===== config.mk =====
export PLATFORM = sky130hd
export DESIGN_NAME = sync_fifo_ctrl
export DESIGN_NICKNAME = d
export VERILOG_FILES = /design/src/rtl/sync_fifo_ctrl.sv
export SDC_FILE = /design/constraint.sdc
export NUM_CORES = 1
export LEC_CHECK = 0
export BUFFER_PORTS_ARGS = -buffer_cell sky130_fd_sc_hd__buf_2
export CAP_MARGIN = 5
export CORE_ASPECT_RATIO = 0.75
export CORE_UTILIZATION = 41
export DETAILED_ROUTE_END_ITERATION = 6
export PLACE_DENSITY_LB_ADDON = 0.12
export SETUP_SLACK_MARGIN = 0.2
export SLEW_MARGIN = 20
export SYNTH_ARGS = -nofsm -noshare
export SYNTH_HDL_FRONTEND = slang
export SYNTH_SLANG_ARGS = --single-unit

===== constraint.sdc =====
create_clock -name clk -period 7.05 [get_ports clk]
set_input_delay 0.705 -clock clk [delete_from_list [all_inputs] [get_ports clk]]
set_output_delay 0.705 -clock clk [all_outputs]
set_load 0.005 [all_outputs]

===== src/rtl/sync_fifo_ctrl.sv =====
// sync_fifo_ctrl: pointer, occupancy and flag controller for a single-clock
// FIFO built around an external memory with a registered write port and a
// combinational read port. Optional almost-full/almost-empty watermark flags
// are compiled in when the macro SYNC_FIFO_WATERMARK_EN is defined.

`ifndef FIFO_DEPTH
`define FIFO_DEPTH 16
`endif

module sync_fifo_ctrl #(
    parameter int FIFO_DEPTH = `FIFO_DEPTH,
    parameter int ADDR_WIDTH = $clog2(FIFO_DEPTH)
`ifdef SYNC_FIFO_WATERMARK_EN
    ,
    parameter int AF_LEVEL   = FIFO_DEPTH - 2,
    parameter int AE_LEVEL   = 2
`endif
) (
    input  logic                  clk,
    input  logic                  reset,
    input  logic                  wr_req,
    input  logic                  rd_req,
    output logic                  mem_wr_en,
    output logic [ADDR_WIDTH-1:0] mem_wr_addr,
    output logic [ADDR_WIDTH-1:0] mem_rd_addr,
    output logic                  full,
    output logic                  empty,
    output logic [ADDR_WIDTH:0]   fifo_count,
    output logic                  overflow,
    output logic                  underflow
`ifdef SYNC_FIFO_WATERMARK_EN
    ,
    output logic                  almost_full,
    output logic                  almost_empty
`endif
);

    typedef enum logic [1:0] {
        ST_EMPTY   = 2'd0,
        ST_PARTIAL = 2'd1,
        ST_FULL    = 2'd2
    } state_t;

    localparam logic [ADDR_WIDTH:0] ONE      = (ADDR_WIDTH + 1)'(1);
    // With a power-of-two depth, FIFO_DEPTH is exactly the wrap bit of a pointer.
    localparam logic [ADDR_WIDTH:0] WRAP_BIT = (ADDR_WIDTH + 1)'(FIFO_DEPTH);

    state_t                state;
    state_t                state_next;
    logic [ADDR_WIDTH:0]   wr_ptr;
    logic [ADDR_WIDTH:0]   rd_ptr;
    logic [ADDR_WIDTH:0]   wr_ptr_inc;
    logic [ADDR_WIDTH:0]   rd_ptr_inc;
    logic [ADDR_WIDTH:0]   count_next;
    logic                  push_ok;
    logic                  pop_ok;

    assign full        = (state == ST_FULL);
    assign empty       = (state == ST_EMPTY);
    // The reset term keeps the memory from being written while reset is held.
    assign push_ok     = wr_req & ~full & ~reset;
    assign pop_ok      = rd_req & ~empty;
    assign mem_wr_en   = push_ok;
    assign mem_wr_addr = wr_ptr[ADDR_WIDTH-1:0];
    assign mem_rd_addr = rd_ptr[ADDR_WIDTH-1:0];
    assign wr_ptr_inc  = wr_ptr + ONE;
    assign rd_ptr_inc  = rd_ptr + ONE;

    // Next occupancy: +1 on push only, -1 on pop only, unchanged otherwise.
    always_comb begin
        // NOTE: default first, so every path assigns and no latch is inferred.
        count_next = fifo_count;
        case ({push_ok, pop_ok})
            2'b10:   count_next = fifo_count + ONE;
            2'b01:   count_next = fifo_count - ONE;
            default: count_next = fifo_count;
        endcase
    end

    // Next state: full when the advanced tail lands one lap ahead of the head,
    // empty when the advanced head catches up with the tail.
    always_comb begin
        state_next = state;
        case (state)
            ST_EMPTY: begin
                if (push_ok) state_next = ST_PARTIAL;
            end
            ST_PARTIAL: begin
                if (push_ok && !pop_ok && (wr_ptr_inc == (rd_ptr ^ WRAP_BIT)))
                    state_next = ST_FULL;
                else if (pop_ok && !push_ok && (rd_ptr_inc == wr_ptr))
                    state_next = ST_EMPTY;
            end
            ST_FULL: begin
                if (pop_ok) state_next = ST_PARTIAL;
            end
            default: state_next = ST_EMPTY;
        endcase
    end

    // State register, pointers, occupancy and sticky error flags.
    always_ff @(posedge clk or posedge reset) begin
        // NOTE: only control state is reset; the memory contents are left as-is.
        if (reset) begin
            state      <= ST_EMPTY;
            wr_ptr     <= '0;
            rd_ptr     <= '0;
            fifo_count <= '0;
            overflow   <= 1'b0;
            underflow  <= 1'b0;
        end else begin
            // NOTE: non-blocking so every register samples pre-edge values.
            state      <= state_next;
            fifo_count <= count_next;
            if (push_ok) wr_ptr <= wr_ptr_inc;
            if (pop_ok)  rd_ptr <= rd_ptr_inc;
            if (wr_req && full)  overflow  <= 1'b1;
            if (rd_req && empty) underflow <= 1'b1;
        end
    end

`ifdef SYNC_FIFO_WATERMARK_EN
    localparam logic [ADDR_WIDTH:0] AF_C = (ADDR_WIDTH + 1)'(AF_LEVEL);
    localparam logic [ADDR_WIDTH:0] AE_C = (ADDR_WIDTH + 1)'(AE_LEVEL);

    // Watermark flags registered from the next occupancy, in step with fifo_count.
    always_ff @(posedge clk or posedge reset) begin
        if (reset) begin
            almost_full  <= 1'b0;
            almost_empty <= 1'b1;
        end else begin
            almost_full  <= (count_next >= AF_C);
            almost_empty <= (count_next <= AE_C);
        end
    end
`endif

endmodule


=== Word-level counts from Yosys, hierarchy flattened ===
Index checks and enable logic that the tools add are counted.

* Register bits after elaboration: 19
* Input port bits: 4
* Output and inout bits: 18
* Word-level logic and storage cells: 43

* Add/sub/neg operators: 4
* Equal/unequal tests: 9
* Mux-type cells: 6
* Bitwise operators: 7
* Reduce and logical (&&, ||, !) cells: 11

{| class="wikitable"
|+ Operators with widths
! operator !! number
|-
| $add A5 B1 Y5 const B || 3
|-
| $eq A5 B5 Y1 || 2
|-
| $pmux W5 S2 || 1
|-
| $mux W2 || 4
|-
| $logic_and A1 B1 Y1 || 6
|-
| $pmux W2 S3 || 1
|-
| $sub A5 B1 Y5 const B || 1
|-
| $eq A2 B1 Y1 const B || 2
|-
| $eq A2 B2 Y1 const B || 2
|-
| $ne A2 B1 Y1 const B || 2
|-
| $not A1 Y1 || 4
|-
| $and A1 B1 Y1 || 3
|-
| $ne A3 B3 Y1 const B || 1
|-
| $reduce_and A3 Y1 || 1
|-
| $logic_not A1 Y1 || 2
|-
| $logic_not A2 Y1 || 1
|-
| $reduce_bool A2 Y1 || 1
|}

=== Logic depth before layout (Yosys ltp) ===
* Word-level depth: 10
* Mapped depth: 10
* Gate-level depth less buffers: 10

=== Least setup slack after synthesis ===
Ideal clock, no wire load.

* Path type: input to register
* Start: input reset
* End: register fifo_count[4]
* Setup time: 125 ps
* Arrival: 2,672 ps
* Required time: 6,925 ps
* Path slack: 4,253 ps
* Stages on the path: 10
* Buffers on the path: 0
* Path through: nand2b_1 nor2_1 inv_1 ha_1 fa_1 a21o_1 a21oi_1 xor2_1 nor2_1 xor2_1

* Word-level cells in the longest chain between the ends: 4
* Elaborated cells between the ends (all ways): 6
* Those cells by class: 2 x eq/ne; 1 x mux; 2 x bitwise; 1 x reduce/logical

{| class="wikitable"
|+ Ends and longest elaborated chain
! what !! line !! RTL
|-
| from (decl) || 20 || <nowiki>input logic reset,</nowiki>
|-
| $not A1 Y1 (*) || 61 || <nowiki>assign push_ok = wr_req & ~full & ~reset;</nowiki>
|-
| $and A1 B1 Y1 (*) || 61 ||
|-
| named net mem_wr_en || 23 || <nowiki>output logic mem_wr_en,</nowiki>
|-
| $eq A2 B1 Y1 or $eq A2 B2 Y1 (tied branches) || 73 || <nowiki>case ({push_ok, pop_ok})</nowiki>
|-
| $pmux W5 S2 or $reduce_bool A2 Y1 (tied branches) || n/a ||
|-
| to (signal assigned) || 114 || <nowiki>fifo_count <= count_next;</nowiki>
|-
| to (decl) || 28 || <nowiki>output logic [ADDR_WIDTH:0] fifo_count,</nowiki>
|}

Mark *: on every way through the listed nets, which the timed path passes. The rest lies on a longest branch.
A chain may end at the register's enable or synchronous reset.

=== Worst setup path after layout ===
* Start: input reset
* End: register fifo_count[4]

* Word-level cells in the longest chain between the ends: 4
* Elaborated cells between the ends (all ways): 6
* Those cells by class: 2 x eq/ne; 1 x mux; 2 x bitwise; 1 x reduce/logical

{| class="wikitable"
|+ Ends and longest elaborated chain
! what !! line
|-
| $not A1 Y1 (*) || 61
|-
| $and A1 B1 Y1 (*) || 61
|-
| $eq A2 B1 Y1 or $eq A2 B2 Y1 (tied branches) || 73
|-
| $pmux W5 S2 or $reduce_bool A2 Y1 (tied branches) || n/a
|}

Mark *: on every way between the ends. The rest lies on a longest branch, timed or not.

==> metrics.txt <==
run status=complete, no violations; transition time at the pin with the least slew margin=0.742 ns; arrival time of data at the critical path endpoint=3.00 ns; final cycle utilization of the critical path=between 40% and 50%; Critical Path Source Type=input port; number of nets produced by synthesis=129; final setup skew=around 0.0028 ns; Max Buffers Root-to-Sink=2; ratio of total power to cell area=473 mW/mm2; number of I/O port buffers=21; time the final worst path needs with I/O delays and setup=2.85 ns; setup-violating endpoint count in the final report=0; beginning of the worst register-to-register path=state[1]; Worst Path Class, Setup=in -> reg; Post-Synthesis Mean Instance Area=slightly above 10 um2; post-synth cell types=30; number of levels in the clock H-tree=1; number of DRC violations after detailed-routing iteration 0=56; relative area change from synthesis to final layout=9.43%; number of buffers inserted during clock tree synthesis=3; fmax=351 MHz; effective utilization at floorplan=between 40% and 50%; Detail Route Antenna Nets=0; setup slack on the worst flop-to-flop path=4.30 ns; fraction of post-synthesis cell area in the top cell type by area=40.3%; crit end category=flop; Static Leakage=0.617 nW; global placement routability congestion=0.742; maximum vdd ir drop=0.193 mV; CTS clk-pin slew, worst paths=0.07 ns; Site Rows=16; max-cap viol count=0; final-stage net count=143; number of antenna violations at the first check in global routing=0; top area cells in the synthesized netlist=dfrtp_1 (40%), xnor2_1 (8.2%), ha_1 (7.4%), xor2_1 (7.4%), buf_4 (5.1%); insertion delay to the later sink of the worst-skew pair=around 0.26 ns; cell type with the largest total area after synthesis=dfrtp_1; end point of the worst hold path=underflow; Async SR Flop Fraction=between 90% and 100%; I/O pin count=22; Vias=approximately 800; ranking of synthesized cells by instance count=dfrtp_1 (19), nand2_1 (12), xnor2_1 (11), xor2_1 (10), buf_4 (8); synthesized flop and latch total=19; cell at the root of the clock tree=clkbuf_8; post-cts hold buffer count=0; reg2reg path depth=10; core outline area=0.00266 mm2; most common cell in the synthesized netlist=dfrtp_1; final hold viol count=0; capture point of the worst reg-to-reg path=fifo_count[4]; layout cell share with drive strength beyond 1=21.5%; grt total ovfl=0; Total Die Area=0.00310 mm2; CTS tree=done; Sink Count=19; via count of the first global-routing pass=795; first-pass GRT wire length=between 3 and 4 mm; per-cell via count in the routed design=4.94; Top FF cell, synth=dfrtp_1; HPWL reported at the end of detailed placement=1.63 mm; Synth warnings=0; Total Wirelength=2.19 mm; share of synthesized area occupied by flip-flops and latches=around two fifths; cell depth of the worst hold path=1; required time at the worst-slack endpoint=between 7 and 8 ns; sum of internal, switching and leakage power=0.611 mW; maximum net fanout on the critical path=7; die extent in y=48.5 um; relative slew slack=50.5%; final antenna diode count=0; router iterations before antenna repair=4; drc violations=0; non-filler cells in the finished layout=166; synthesized instance count=117; final core occ=48.5%; number of enable flip-flop cells after synthesis=0; Post-CTS Setup Repair Bufs=0; final max-slew violation count=0; Die X-Extent=64.0 um; largest net degree at the start of global routing=20; Routed WL per cell=13.2 um; number of instances in the placed design=162; GRT Resource Usage Total=around 16%; Cell Area, Synth=0.00118 mm2; unrepaired setup endpoints after global routing=no; Worst Hold Slack=0.451 ns; Setup TNS=0 ns; source of the worst hold timing path=underflow; total of cells resized after clock tree synthesis=0; Hold Crit Class=reg -> reg
critical path: stages:
cell and delay (ns):
buf_2 0.10, nand2b_1 0.14, nor2_1 0.42, inv_1 0.14
ha_1 0.33, fa_1 0.43, a21o_1 0.19, a21oi_1 0.18
xor2_1 0.16, nor2_1 0.06, xor2_1 0.14
metal layers:
layer	global-route usage, %	part of all wire [%]	vias to the layer above
met2	22.5	40	17
met4	3.41	0.50	0
met3	4.25	4.0	2
met1	23.8	56	384
li1	-	-	417
met5	0	0	-
how the worst max path moves through the flow:
stage,startpoint,end,depth (start not counted)
2_1_floorplan,reset,fifo_count[4],10
3_3_place_gp,reset,fifo_count[4],11
3_5_place_dp,reset,fifo_count[4],11
4_1_cts,reset,fifo_count[4],11
5_1_grt,reset,fifo_count[4],11
6_report,reset,fifo_count[4],11
flip-flops by register name (all words and copies together) (netlist names):
signal,flops
overflow,1
fifo_count,5
underflow,1
state,2
rd_ptr,5
wr_ptr,5
final cells by class:
class                      count  area (um2)
fill                         260        1370
sequential                    19         475
timing repair buffer          21         105
tap                           36        45.0
inverter                       4        15.0
clock buffer                   4        45.0
multi-input combinational     82         607
stage by stage:
step | instance area [um2] | worst slack, ns
finish | 1290 | 4.20
CTS | 1290 | 4.22
global route | 1290 | 4.01
detailed placement | 1250 | 3.95
global placement | 1250 | 4.05
floorplan | 1180 | 4.25
layout by cell type (no fill, tap or decap), types with 2 or more instances in the layout:
cell	count
clkbuf_8	3
nand3_1	2
xnor2_1	11
nand2_1	12
ha_1	7
inv_1	4
nand2b_1	2
buf_2	21
nor2_1	6
xor2_1	10
a21o_1	4
or3b_1	2
o21ai_0	3
mux2_2	2
a21oi_1	6
dfrtp_1	19
nand4_1	4
power breakdown:
part / internal [mW] / switching, mW
Sequential: 0.159 / 0.0769
Clock: 0.0402 / 0.0378
Combinational: 0.158 / 0.139
logic make-up (layout without fill, tap and decap cells):
family,count (synthesis),after routing,share of synthesized area (%)
and+or+nand+nor,32,32,14.1
xor gates and xnor gates,21,21,15.6
AOI/OAI and AO/OA,19,19,10.7
DFF,19,19,40.3
buffers and inverters,16,29,8.37
adders and majority gates,8,8,9.11
muxes,2,2,1.91
Power figures use the tool's default switching activity.
